### config.mk
export PLATFORM = sky130hd
export DESIGN_NAME = ksa_pipe_sub_flat
export DESIGN_NICKNAME = d
export VERILOG_FILES = /design/src/rtl/ksa_pipe_sub_if.sv /design/src/rtl/ksa_pipe_sub.sv /design/src/flat_wrapper.sv
export SDC_FILE = /design/constraint.sdc
export NUM_CORES = 1
export LEC_CHECK = 0
export ABC_AREA = 1
export CORE_MARGIN = 5
export CORE_UTILIZATION = 59
export DETAILED_ROUTE_END_ITERATION = 6
export PLACE_DENSITY_LB_ADDON = 0.15
export SYNTH_ARGS = -nofsm -noshare
export SYNTH_HDL_FRONTEND = slang
export SYNTH_SLANG_ARGS = --single-unit
### constraint.sdc
create_clock -name clk -period 1.1 [get_ports clk]
set_input_delay 0.22 -clock clk [delete_from_list [all_inputs] [get_ports clk]]
set_output_delay 0.22 -clock clk [all_outputs]
set_load 0.01 [all_outputs]
### src/rtl/ksa_pipe_sub_if.sv
// ksa_pipe_sub_if: operand/result handshake bundle for the pipelined KSA subtractor.
//   in_valid/in_ready carry a, b, bin into the pipe; out_valid/out_ready carry
//   diff, bout out of it.
//   master: the side that supplies operands and consumes results.
//   slave : the subtractor itself.
// Handshake: a transfer happens on a rising clock edge where valid and ready are
//   both high; the sender holds its payload stable while valid & ~ready.
interface ksa_pipe_sub_if #(
    parameter int BITS = 16
);
    logic            in_valid;
    logic            in_ready;
    logic [BITS-1:0] a;
    logic [BITS-1:0] b;
    logic            bin;
    logic            out_valid;
    logic            out_ready;
    logic [BITS-1:0] diff;
    logic            bout;

    modport master (
        output in_valid, a, b, bin, out_ready,
        input  in_ready, out_valid, diff, bout
    );

    modport slave (
        input  in_valid, a, b, bin, out_ready,
        output in_ready, out_valid, diff, bout
    );
endinterface

### src/rtl/ksa_pipe_sub.sv
// ksa_pipe_sub: pipelined Kogge-Stone subtractor, {bout,diff} = a - b - bin.
//   clk    : rising-edge clock
//   rst_n  : asynchronous active-low reset
//   bus    : ksa_pipe_sub_if slave (in_valid/in_ready/a/b/bin in,
//            out_valid/out_ready/diff/bout out)
// Structure: stage 0 registers generate/propagate, stages 1..LEVELS each
//   register one prefix level, then an output register holds diff/bout.
//   Every stage advances together when the output is free or being taken.
module ksa_pipe_sub #(
    parameter int BITS   = 16,
    parameter int LEVELS = 4
) (
    input logic          clk,
    input logic          rst_n,
    ksa_pipe_sub_if.slave bus
);
    generate
        if (LEVELS != $clog2(BITS)) begin : g_bad_levels
            $error("ksa_pipe_sub: LEVELS must equal $clog2(BITS)");
        end
    endgenerate

    localparam logic [BITS:0] ONES = '1;

    // Prefix vectors are BITS+1 wide: bit 0 is the carry-in (~bin) modelled as
    // a generate with no propagate, bit i+1 is operand bit i. After the last
    // level, g[i] is the carry into operand bit i.
    logic [BITS:0]   g_q  [0:LEVELS];
    logic [BITS:0]   g_d  [0:LEVELS];
    logic [BITS:0]   p_q  [0:LEVELS];
    logic [BITS:0]   p_d  [0:LEVELS];
    logic [BITS-1:0] po_q [0:LEVELS];
    logic [BITS-1:0] po_d [0:LEVELS];
    logic            v_q  [0:LEVELS];
    logic            v_d  [0:LEVELS];

    logic            out_valid_q, out_valid_d;
    logic [BITS-1:0] diff_q, diff_d;
    logic            bout_q, bout_d;
    logic            advance;

    always_comb begin
        advance = bus.out_ready | ~out_valid_q;

        for (int k = 0; k <= LEVELS; k++) begin
            g_d[k]  = g_q[k];
            p_d[k]  = p_q[k];
            po_d[k] = po_q[k];
            v_d[k]  = v_q[k];
        end
        out_valid_d = out_valid_q;
        diff_d      = diff_q;
        bout_d      = bout_q;

        if (advance) begin
            // a - b - bin == a + ~b + ~bin
            v_d[0]  = bus.in_valid;
            g_d[0]  = {bus.a & ~bus.b, ~bus.bin};
            p_d[0]  = {bus.a ^ ~bus.b, 1'b0};
            po_d[0] = bus.a ^ ~bus.b;

            for (int k = 1; k <= LEVELS; k++) begin
                // Low 'span' bits have no partner below them and pass through.
                g_d[k]  = g_q[k-1] | (p_q[k-1] & (g_q[k-1] << (1 << (k - 1))));
                p_d[k]  = p_q[k-1] & ((p_q[k-1] << (1 << (k - 1))) | ~(ONES << (1 << (k - 1))));
                po_d[k] = po_q[k-1];
                v_d[k]  = v_q[k-1];
            end

            out_valid_d = v_q[LEVELS];
            diff_d      = po_q[LEVELS] ^ g_q[LEVELS][BITS-1:0];
            // The top node spans bits 1..BITS; fold in bit 0 (carry-in) for cout.
            bout_d      = ~(g_q[LEVELS][BITS] | (p_q[LEVELS][BITS] & g_q[LEVELS][0]));
        end
    end

    always_ff @(posedge clk or negedge rst_n) begin
        if (!rst_n) begin
            for (int k = 0; k <= LEVELS; k++) begin
                g_q[k]  <= '0;
                p_q[k]  <= '0;
                po_q[k] <= '0;
                v_q[k]  <= 1'b0;
            end
            out_valid_q <= 1'b0;
            diff_q      <= '0;
            bout_q      <= 1'b0;
        end else begin
            for (int k = 0; k <= LEVELS; k++) begin
                g_q[k]  <= g_d[k];
                p_q[k]  <= p_d[k];
                po_q[k] <= po_d[k];
                v_q[k]  <= v_d[k];
            end
            out_valid_q <= out_valid_d;
            diff_q      <= diff_d;
            bout_q      <= bout_d;
        end
    end

    assign bus.in_ready  = advance;
    assign bus.out_valid = out_valid_q;
    assign bus.diff      = diff_q;
    assign bus.bout      = bout_q;
endmodule
### src/flat_wrapper.sv
// flat-port wrapper written by rule: the top's interface ports become plain ports
module ksa_pipe_sub_flat 
#(
    parameter int BITS   = 16,
    parameter int LEVELS = 4
)
  (clk, rst_n, bus_in_valid, bus_a, bus_b, bus_bin, bus_out_ready, bus_in_ready, bus_out_valid, bus_diff, bus_bout);
  ksa_pipe_sub_if #(.BITS(BITS)) bus_i ();
  input logic clk;
  input logic rst_n;
  input wire logic [$bits(bus_i.in_valid)-1:0] bus_in_valid;
  input wire logic [$bits(bus_i.a)-1:0] bus_a;
  input wire logic [$bits(bus_i.b)-1:0] bus_b;
  input wire logic [$bits(bus_i.bin)-1:0] bus_bin;
  input wire logic [$bits(bus_i.out_ready)-1:0] bus_out_ready;
  output wire logic [$bits(bus_i.in_ready)-1:0] bus_in_ready;
  output wire logic [$bits(bus_i.out_valid)-1:0] bus_out_valid;
  output wire logic [$bits(bus_i.diff)-1:0] bus_diff;
  output wire logic [$bits(bus_i.bout)-1:0] bus_bout;
  assign bus_i.in_valid = bus_in_valid;
  assign bus_i.a = bus_a;
  assign bus_i.b = bus_b;
  assign bus_i.bin = bus_bin;
  assign bus_i.out_ready = bus_out_ready;
  assign bus_in_ready = bus_i.in_ready;
  assign bus_out_valid = bus_i.out_valid;
  assign bus_diff = bus_i.diff;
  assign bus_bout = bus_i.bout;
  ksa_pipe_sub #(.BITS(BITS), .LEVELS(LEVELS)) u_core (.clk(clk), .rst_n(rst_n), .bus(bus_i));
endmodule
* Word level (Yosys, flattened, before mapping)
Cells that the tools add are included.
** Word-level totals
- Flip-flop bits (word level) :: 256
- Bits of input ports :: 37
- Output and inout port bits :: 19
- Word-level logic and storage cells :: 44
** Cells by class
- Bitwise logic cells :: 22
** Operator list (count)
- 17-bit AND :: 8
- 17-bit bitwise OR :: 4
- 16-bit bitwise XOR :: 2
- 16-bit AND :: 1
- 16-bit inverter :: 1
- 1-bit inverter :: 3
- 1-bit bitwise OR :: 2
- 1-bit AND :: 1

* Logic depth before layout (Yosys ltp)
- Depth after elaboration :: 3
- Gate-level depth with buffers :: 6
- Gate-level depth less buffers :: 4

* Least setup slack after synthesis
Ideal clock, no wire load.
- Path type :: reg2reg
- Start point :: register u_core.out_valid_q (netlist: u_core.bus.out_valid)
- End point :: register u_core.g_q[10] in the netlist's numbering
- Setup time :: 0.065 ns
- Arrival time :: 1.046 ns
- Required time :: 1.035 ns
- Setup slack :: -0.011 ns
- Stages on the path, launching flop included :: 7
- Path through :: dfrtp_1 > inv_1 > nor2_2 > buf_4 > buf_2 > nand2_1 > nand2_1
** On the way
- Cells in the longest elaborated chain, start to end :: 2
** Ends and longest elaborated chain
- start: declaration :: RTL line ksa_pipe_sub.sv:37 : logic out_valid_q, out_valid_d;
- start signal: assignment :: RTL line ksa_pipe_sub.sv:95 : out_valid_q <= out_valid_d;
- 1-bit inverter :: RTL line ksa_pipe_sub.sv:43 : advance = bus.out_ready | ~out_valid_q;
- 1-bit bitwise OR :: RTL line ksa_pipe_sub.sv:43
- end signal: indexed assignment :: RTL line ksa_pipe_sub.sv:90 : g_q[k] <= g_d[k];
- end: declaration :: RTL line ksa_pipe_sub.sv:28 : logic [BITS:0] g_q [0:LEVELS];
No other way between the ends.
A chain may end at the register's enable or synchronous reset.

* Worst setup path after layout
- Start point :: register u_core.out_valid_q (netlist: u_core.bus.out_valid)
- End point :: output port bus_in_ready
** On the way
- Cells in the longest elaborated chain, start to end :: 2
** Ends and longest elaborated chain
- 1-bit inverter :: RTL line ksa_pipe_sub.sv:43
- 1-bit bitwise OR :: RTL line ksa_pipe_sub.sv:43
- end: declaration :: RTL line flat_wrapper.sv:16 : output wire logic [$bits(bus_i.in_ready)-1:0] bus_in_ready;
No other way between the ends.

==> results <==
- The flow ran to the end, but the final reports show violations.
- The checks that failed: negative setup slack.
- Port buffering added 55 buffers.
- For this run, the share of the core covered by cells in the final layout is 77.09%.
- For this run, design rule violations remaining after detail routing come to 0.
- The later-pin clock latency in the skew report is 0.50 ns.
- The data required time at the worst endpoint is 0.88 ns.
- The unique cell type count in the Yosys netlist is 11.
- The detailed router placed 7650 vias in this run.
- At the pin with the least slew margin, the transition time is 0.3120 ns.
- The biggest area contributor in the post-synthesis netlist is sky130_fd_sc_hd__dfrtp_1.
- The most common library cell in the layout ignoring fill and taps is sky130_fd_sc_hd__nand2_1.
- The maximum net fanout on the critical path is 3.
- Once layout is done, the placed cells without fillers occupy 12250 um^2.
- The final count of hold timing violations is 0.
- STA classifies the critical path startpoint as a flip-flop.
- The internal portion of the total power is 21.51 mW.
- The critical-path cell with the highest stage delay is sky130_fd_sc_hd__dfrtp_2.
- The total half-perimeter wirelength after legalization and detailed placement is 12.89 mm.
- Leaving out fill and tap cells, the most frequent cells in the layout are 569 x sky130_fd_sc_hd__nand2_1, 225 x sky130_fd_sc_hd__dfrtp_1, 124 x sky130_fd_sc_hd__inv_1, 54 x sky130_fd_sc_hd__nand3_1, 51 x sky130_fd_sc_hd__o21ai_0.
- The tree is rooted in a sky130_fd_sc_hd__clkbuf_16.
- In this run the vertical extent of the chip is 137.1 um.
- The count of placed standard cells in the final layout, fillers left out is 1487.
- The count of final setup violators is 245.
- The part of the power in the clock network is 24.4%.
- The average footprint of a synthesized cell is 8.284 um^2.
- The worst reg-to-reg setup slack is -0.33 ns.
- The number of search-and-repair iterations in the first detailed-routing pass is 5.
- The most repeated library cell on the critical path is sky130_fd_sc_hd__buf_6.
- After global routing the overflow that remains totals 0.
- The starting density of the core is 60.03%.
- Setup repair after global routing could not meet its margin everywhere.
- The largest single stage delay on the critical path is 0.42 ns.
- The ratio of total power to cell area is 2673 nW/um^2.
- The setup TNS is -57.68 ns.
- The normalized max-slew margin is 79.20%.
- The total of warnings raised by yosys is 0.
- Buffers inserted during clock tree synthesis total 23.
- In this run the deepest clock path goes through 3 buffers.
- The total wirelength of the detailed-routed design is 22.84 mm.
- The wire length of the first global-routing pass is 36.46 mm.
- The layout cell share with drive strength beyond 1 is 12.59%.
- The endpoint type of the worst setup path is an output port.
- The row count is 46.
- The placed instances occupy a cell area of 10570 um^2.
- The net switching fraction of the power is 34.29%.
- Synthesis produced a netlist with a net count of 1204.
- The ratio of final minimum period to clock period is 129.7%.
- The synthesized flop and latch total is 226.
- The classification of the worst setup path is reg2out.
- The share of the synthesized area in the top cell type is 59.31%.
- The congestion estimate from routability-driven global placement came to 0.7961.
- The instance count after placement with tap cells included is 1403.
- The die area is 18800 um^2.
- The detailed router finished its first iteration with 583 violations.
- For this run, the post-layout net count is 1308.
- Sequential cells account for 42.8% of the total power.
- The signal on the critical path passes through buf_6 > nand2_8 > buf_6.
- The cell area that synthesis handed to floorplanning was 9535 um^2.
- The share of total power in combinational logic is 32.8%.
- TritonCTS built the clock tree.
- Sorting the synthesized cells by area gives the leading types as sky130_fd_sc_hd__dfrtp_1 59%, sky130_fd_sc_hd__nand2_1 23%, sky130_fd_sc_hd__inv_1 4.9%, sky130_fd_sc_hd__o21ai_0 4.3%, sky130_fd_sc_hd__nand3_1 2.9%.
- The tool flagged a number of max-cap violations equal to 0.
- The initial antenna violation count is 0.
- The region available for standard cell placement spans 15890 um^2.
- The mean number of vias per cell is 5.145.
- In the final routed layout, each cell accounts on average for 15.36 um.
- The number of slew-limit violations in the final report is 0.
- STA puts the critical path data arrival time at 1.21 ns.
- The maximum vdd ir drop is 1.429 mV.
- For this run, the top clock speed supported by timing is 701.0 MHz.
- The tightest hold path in the finished design has a slack of 0.1930 ns.
- The clock period minus worst slack is 1.426 ns.
- In this run the number of H-tree levels came out at 1.
- For this design, the sink count on the clock tree is 226.
- The post-detailed-route count of antenna-violating nets is 0.
- The top-level I/O count is 56.
- The number of global-route vias before repair is 7448.
- For this run, the total global-route usage over all layers was measured as 24.16%.
- The gate count after technology mapping is 1151.
- Clock-pin slew was measured on the worst setup and hold paths at 0.06 ns.
- Of the synthesized area, sequential elements account for 59.31%.
- Setup slack on the critical path of the routed design comes to -0.3265 ns.
- The net switching component of the power is 11.23 mW.
- Between clock sinks in the finished design, the worst skew comes to 0.01028 ns.
- The worst min-delay path class is in2async.
- Entering global routing, the biggest net connects 38 pins.
- The number of antenna repair diodes is 0.
- The x dimension of the die is 137.1 um.
- Compared with the post-synthesis result, the final layout area differs by 28.42%.
- The leakage dissipation is 6.644 nW.
[stage by stage]
| stage | worst slack, ns | total power, mW |
|---|---|---|
| finish | -0.3265 | 32.74 |
| global route | -0.3790 | 34.90 |
| CTS | -0.3399 | 31.75 |
| detailed placement | -0.5563 | 22.15 |
| global placement | -0.5338 | 21.75 |
| floorplan | -0.005772 | 18.72 |
[worst paths after layout]
check | start | end | cells after the start
setup / recovery | u_core.bus.out_valid$_DFFE_PN0P_ | bus_in_ready | 3
hold / removal | rst_n | u_core.bus.diff[4]$_DFFE_PN0P_ | 2
setup reg to reg | u_core.bus.out_valid$_DFFE_PN0P_ | u_core.p_q[70]$_DFFE_PN0P_ | 9
hold reg to reg | u_core.v_q[0]$_DFFE_PN0P_ | u_core.bus.out_valid$_DFFE_PN0P_ | 2
max in group asynchronous | rst_n | u_core.bus.diff[0]$_DFFE_PN0P_ | 3
min in group clk | bus_in_valid | u_core.v_q[4]$_DFFE_PN0P_ | 3
[power by group through the flow]
stage	Sequential (mW)	Clock, mW	Combinational (mW)
6_report	14.0	7.98	10.8
5_1_grt	14.3	8.43	12.1
4_1_cts	13.9	8.03	9.84
3_5_place_dp	14.0	0	8.17
3_3_place_gp	13.9	0	7.90
2_1_floorplan	13.4	0	5.35
[critical path: cells and delay by family (launching register included)]
kind,cells,cell delay (ns)
buf+inv,2,0.22
simple gates,1,0.07
flops,1,0.42
[cells by family after synthesis]
| family | Yosys count | synth area share (%) |
|---|---|---|
| buffers and inverters | 174 | 7.807 |
| adders and majority gates | 16 | 2.099 |
| AOI/OAI and AO/OA | 82 | 4.304 |
| DFF | 226 | 59.31 |
| and+or+nand+nor | 653 | 26.48 |
[registers in the layout, summed over array words and instances, names as in the netlist]
signal,count
u_core.v_q,5
u_core.p_q,54
u_core.g_q,85
u_core.bus.out_valid,1
u_core.bus.bout,1
u_core.po_q,64
u_core.bus.diff,16
[area by class of cell]
class,instances,area (um^2)
clock buffers,38,711.9
inverters,125,471.7
repair buffers,128,1836
clock inverters,3,65.06
multi-input cells,751,3234
flip-flops and latches,226,5657
fillers,1103,3640
well taps,216,270.3
[per-layer routing]
layer	global-route usage, %	vias up	share of wire (%)
met5	0	-	0
li1	-	3713	-
met4	5.654	0	1.7
met3	2.757	31	3.9
met1	34.82	3757	45
met2	39.81	149	49
[repair_timing]
item	CTS	global route
cloned	13	9
resized for setup	139	35
endpoints found under the hold margin	226	0
endpoints found under the setup margin	238	245
pin swaps	1	0
buffers inserted	15	6
hold buffers	1	0
[cell usage after synthesis]
cell,instances
sky130_fd_sc_hd__buf_2,28
sky130_fd_sc_hd__buf_4,15
sky130_fd_sc_hd__clkbuf_1,6
sky130_fd_sc_hd__dfrtp_1,226
sky130_fd_sc_hd__ha_1,16
sky130_fd_sc_hd__inv_1,125
sky130_fd_sc_hd__nand2_1,596
sky130_fd_sc_hd__nand2_2,1
sky130_fd_sc_hd__nand3_1,55
sky130_fd_sc_hd__nor2_2,1
sky130_fd_sc_hd__o21ai_0,82
Note: power is estimated with default switching activity, not from simulation.
